[config.mk]
export PLATFORM = sky130hd
export DESIGN_NAME = issue_scoreboard
export DESIGN_NICKNAME = d
export VERILOG_FILES = /design/src/rtl/issue_scoreboard.sv
export SDC_FILE = /design/constraint.sdc
export NUM_CORES = 1
export LEC_CHECK = 0
export ABC_CLOCK_PERIOD_IN_PS = 4800
export CAP_MARGIN = 15
export CORE_ASPECT_RATIO = 1.4
export CORE_MARGIN = 3
export CORE_UTILIZATION = 35
export CTS_CLUSTER_DIAMETER = 30
export CTS_CLUSTER_SIZE = 25
export DETAILED_ROUTE_END_ITERATION = 7
export SKIP_LAST_GASP = 1
export SYNTH_ARGS = -nofsm -noshare
export SYNTH_HDL_FRONTEND = slang
export SYNTH_SLANG_ARGS = --single-unit
[constraint.sdc]
create_clock -name clk -period 4.8 [get_ports clk]
set_input_delay 0.96 -clock clk [delete_from_list [all_inputs] [get_ports clk]]
set_output_delay 0.96 -clock clk [all_outputs]
set_load 0.05 [all_outputs]
[src/rtl/issue_scoreboard.sv]
// N-wide in-order issue hazard unit with a per-register load-latency countdown scoreboard.
// Optional hazard statistics counters are built when HAZARD_STATS_EN is defined.
module issue_scoreboard #(
  parameter int unsigned ISSUE_W  = 2,
  parameter int unsigned NUM_REGS = 32,
  parameter int unsigned REG_W    = 5,
  parameter int unsigned LOAD_LAT = 1
) (
  input  logic                     clk,
  input  logic                     rst_n,
  input  logic [ISSUE_W-1:0]       slot_valid_i,
  input  logic [ISSUE_W-1:0]       slot_rs_used_i,
  input  logic [ISSUE_W-1:0]       slot_rt_used_i,
  input  logic [ISSUE_W-1:0]       slot_dst_used_i,
  input  logic [ISSUE_W-1:0]       slot_is_load_i,
  input  logic [ISSUE_W*REG_W-1:0] slot_rs_i,
  input  logic [ISSUE_W*REG_W-1:0] slot_rt_i,
  input  logic [ISSUE_W*REG_W-1:0] slot_dst_i,
  input  logic                     flush_i,
  output logic [ISSUE_W-1:0]       issue_mask_o,
  output logic                     stall_o,
  output logic [31:0]              stall_cycles_o,
  output logic [15:0]              load_use_cnt_o
);

  localparam int unsigned CNT_W = $clog2(LOAD_LAT + 1);

  logic [CNT_W-1:0]   busy_q [NUM_REGS];
  logic [CNT_W-1:0]   busy_d [NUM_REGS];
  logic [REG_W-1:0]   rs     [ISSUE_W];
  logic [REG_W-1:0]   rt     [ISSUE_W];
  logic [REG_W-1:0]   dst    [ISSUE_W];
  logic [ISSUE_W-1:0] rs_chk;
  logic [ISSUE_W-1:0] rt_chk;
  logic [ISSUE_W-1:0] dst_chk;
  logic [ISSUE_W-1:0] lu_hit;
  logic [ISSUE_W-1:0] blocked;
  logic [ISSUE_W-1:0] issue_mask;
  logic               stall;

  // Unpack slot fields; register 0 never takes part in any hazard.
  always_comb begin : unpack
    for (int k = 0; k < ISSUE_W; k++) begin
      rs[k]      = slot_rs_i[k*REG_W +: REG_W];
      rt[k]      = slot_rt_i[k*REG_W +: REG_W];
      dst[k]     = slot_dst_i[k*REG_W +: REG_W];
      rs_chk[k]  = slot_rs_used_i[k]  && (rs[k]  != '0);
      rt_chk[k]  = slot_rt_used_i[k]  && (rt[k]  != '0);
      dst_chk[k] = slot_dst_used_i[k] && (dst[k] != '0);
    end
  end

  always_comb begin : hazard
    lu_hit  = '0;
    blocked = '0;
    for (int k = 0; k < ISSUE_W; k++) begin
      lu_hit[k]  = slot_valid_i[k] &&
                   ((rs_chk[k] && (busy_q[rs[k]] != '0)) ||
                    (rt_chk[k] && (busy_q[rt[k]] != '0)));
      blocked[k] = lu_hit[k] || (dst_chk[k] && (busy_q[dst[k]] != '0));
      // Older writers in the same bundle: RAW on sources, WAW on destination.
      for (int j = 0; j < k; j++) begin
        if (slot_valid_i[j] && dst_chk[j]) begin
          if ((rs_chk[k]  && (rs[k]  == dst[j])) ||
              (rt_chk[k]  && (rt[k]  == dst[j])) ||
              (dst_chk[k] && (dst[k] == dst[j]))) begin
            blocked[k] = 1'b1;
          end
        end
      end
    end
  end

  // In-order issue: the first blocked slot holds itself and every younger slot.
  always_comb begin : issue
    logic ok;
    ok         = !flush_i;
    issue_mask = '0;
    for (int k = 0; k < ISSUE_W; k++) begin
      ok            = ok && slot_valid_i[k] && !blocked[k];
      issue_mask[k] = ok;
    end
  end

  assign stall        = (|(slot_valid_i & ~issue_mask)) && !flush_i;
  assign issue_mask_o = issue_mask;
  assign stall_o      = stall;

  always_comb begin : busy_next
    for (int r = 0; r < NUM_REGS; r++) begin
      busy_d[r] = (busy_q[r] != '0) ? busy_q[r] - CNT_W'(1) : '0;
    end
    for (int k = 0; k < ISSUE_W; k++) begin
      if (issue_mask[k] && slot_is_load_i[k] && dst_chk[k]) begin
        busy_d[dst[k]] = CNT_W'(LOAD_LAT);
      end
    end
    busy_d[0] = '0;
  end

  always_ff @(posedge clk or negedge rst_n) begin
    if (!rst_n) begin
      for (int r = 0; r < NUM_REGS; r++) begin
        busy_q[r] <= '0;
      end
    end else begin
      for (int r = 0; r < NUM_REGS; r++) begin
        busy_q[r] <= busy_d[r];
      end
    end
  end

`ifdef HAZARD_STATS_EN
  logic [31:0] stall_cycles_q, stall_cycles_d;
  logic [15:0] load_use_q, load_use_d;

  // Saturating event counters.
  always_comb begin : stats_next
    stall_cycles_d = stall_cycles_q;
    load_use_d     = load_use_q;
    if (stall && (stall_cycles_q != '1)) begin
      stall_cycles_d = stall_cycles_q + 32'(1);
    end
    if ((|lu_hit) && (load_use_q != '1)) begin
      load_use_d = load_use_q + 16'(1);
    end
  end

  always_ff @(posedge clk or negedge rst_n) begin
    if (!rst_n) begin
      stall_cycles_q <= '0;
      load_use_q     <= '0;
    end else begin
      stall_cycles_q <= stall_cycles_d;
      load_use_q     <= load_use_d;
    end
  end

  assign stall_cycles_o = stall_cycles_q;
  assign load_use_cnt_o = load_use_q;
`else
  assign stall_cycles_o = '0;
  assign load_use_cnt_o = '0;
`endif

endmodule

==> metrics.cfg <==
[status]
outcome = finished, final reports clean

[detailed_routing]
drc = 0
vias_per_cell = 5.963
dr.pass1.iters = 4
vias = 3411
drt_iter0_drc = 265
drt_wl_total_um = 12870
post_drt_wl_per_cell_um = 22.50
drt.antenna.violating_nets = 0

[logic_synthesis]
synth_top_cell_area_share_pct = 19.57
ys_types = 62
yosysWarningCount = 0
syn_area_per_cell_um2 = 10.35
synthArstFlopShare_pct = 100.0
syn_area_um2 = 3964
synth_top_flop_cell = dfrtp_1
synth_area_leaders = dfrtp_1 20%, mux4_2 18%, buf_4 9.5%
synth.largest_area_cell = dfrtp_1
synth_edf_count = 0
seq_area_frac_synth_pct = 19.57
synth-seq-cells = 31
synthCells = 383

[final_layout]
diodes = 0
regMostFlops = busy_q
multi_input_area_um2 = 2756
final_cell_mix = 48 x conb_1, 42 x clkdlybuf4s50_1, 35 x buf_4
final_nets = 473
fin_area_um2 = 4629
final-seq-area_um2 = 775.7
top_regs = busy_q x31
drive_gt1_share_pct = 24.83
largest_reg_flops = 31
area_growth_pct = 16.79
fillers = 1060
final_common_cell = conb_1
layout.cells.non_filler = 572

[worst_hold_path]
holdCritPathClass = in -> async

[setup_path]
r2r-end = busy_q[20]
cp-start-kind = primary input
required_ns = 3.84
crit_path_end_kind = primary output
r2r_start = busy_q[16]
crit_arrival_ns = 3.69
cp_max_fo = 7
rrSetupSlack_ns = 1.90
worstRegToRegCells = 7
critical_path_class = in -> out
startpoint = slot_rt_i[0]

[clocking]
cts_hold_buffers = 0
cts_tree = yes
clockBufferDepth = 2
htreeDepth = 2
clk_pin_slew_ns = 0.05
post_cts_buffers = 0
cts-resized-gates = 0
numCtsBuffers = 5
clkSinkCount = 31
clock_latency_ns = 0.28
cts_root_buffer = clkbuf_16

[grt]
antenna_found_initial = 0
grt_overflow = 0
grtUsageTotal_pct = 20.51
grt_start_max_net_pins = 32
grt_pass1_vias = 3509
grt_pass1_wl_um = 19710

[timing]
max_freq_mhz = 215.0
period_share_pct = 96.91
fin_skew_ns = 0.008623
slew_headroom_pct = 60.28
setup_viol = 0
finalHoldViolations = 0
min_period_ns = 4.652
worst_slew_pin_slew_ns = 0.5936
maxSlewViolCount = 0
timing.setup.tns_ns = 0
hold_slack_ns = 1.086
rsz0062_at_grt = no

[die]
start_util_pct = 36.10
coreArea_um2 = 10980
pin_count = 94
fp.dieH_um = 131.9
num_rows = 45
die_x_um = 95.94
die-area_um2 = 12660

[power]
vdd_drop_max_v = 0.0001448
p_leak_nw = 1.901
powerDensity_nw_per_um2 = 192.3

[placed_design]
numPortBuffers = 45
gp_congestion = 0.9345
place_inst = 564
placed_area_um2 = 4469
hpwlAfterDp_um = 9918

[flow_run]
maxCapViolCount = 0

-- cell families after synthesis --
logic type,Yosys count,share of synthesized area (%)
xor+xnor,15,3.314
compound gates,64,16.67
simple gates,102,15.63
buf+inv,96,15.53
mux,74,29.20
other cells,1,0.09461
flops,31,19.57
-- cell usage after synthesis (3+ instances only) --
master    instances
and2_1            6
a2bb2o_4          5
mux2_2           13
buf_4            50
a22oi_1           5
nand3_1           9
nand4_1           3
nor3_1            5
clkbuf_1         10
nand2_1          10
a32o_1           23
a2bb2o_1          3
mux2i_1          29
xnor2_1          12
inv_1            10
nand2b_1          4
nor3b_1           5
nand3b_1          3
nor2b_1           5
mux4_2           32
nor4_1            4
dfrtp_1          31
and3b_1           7
nor2_1           20
xor2_1            3
nand4b_1          3
buf_2            18
buf_6             6
and3_1            5
or3_1             3
-- report_power, final --
group	internal [mW]	switching, mW	total (mW)
clock	0.220	0.115	0.335
combinational	0.101	0.189	0.291
sequential	0.262	0.00204	0.264
total	0.584	0.306	0.890
-- per-layer routing --
layer,vias up,global-route usage [%],wire [um]
met2,165,36.40,6815
met5,-,0,0
li1,1485,-,-
met4,0,9.256,516
met3,33,2.798,738
met1,1728,23.79,4799
-- per-stage QoR --
step                utilization [%]  power [mW]  setup slack (ns)
finish                        42.17      0.8903            0.1483
CTS                           42.17      0.8928           0.09835
global placement              40.71      0.5560           0.08036
floorplan                         -      0.4976            0.4549
global route                  42.17      0.9212           0.06704
detailed placement            40.71      0.5576           0.09701
-- worst max-delay path, stage by stage --
cell             delay, ns
clkdlybuf4s50_1       0.66
buf_4                 0.22
mux4_2                0.50
a32o_1                0.28
o221ai_1              0.37
o211a_4               0.23
and3_1                0.19
o32ai_2               0.08
buf_4                 0.19
-- final cells by class --
type,instances,share of cell area (%)
multi-input cells,303,59.54
flip-flops and latches,31,16.76
repair buffers,79,15.62
well taps,141,3.811
clock buffers,7,3.297
inverters,10,0.8108
clock inverters,1,0.1622
-- how the worst max path moves through the flow --
stage	slack [ns]	to	cells after the start
finish	0.15	stall_o	9
global route	0.07	stall_o	9
CTS	0.1	stall_o	9
detailed placement	0.1	stall_o	9
global placement	0.08	stall_o	9
floorplan	0.45	stall_o	7
No activity file was read; power rests on OpenSTA's default activity.
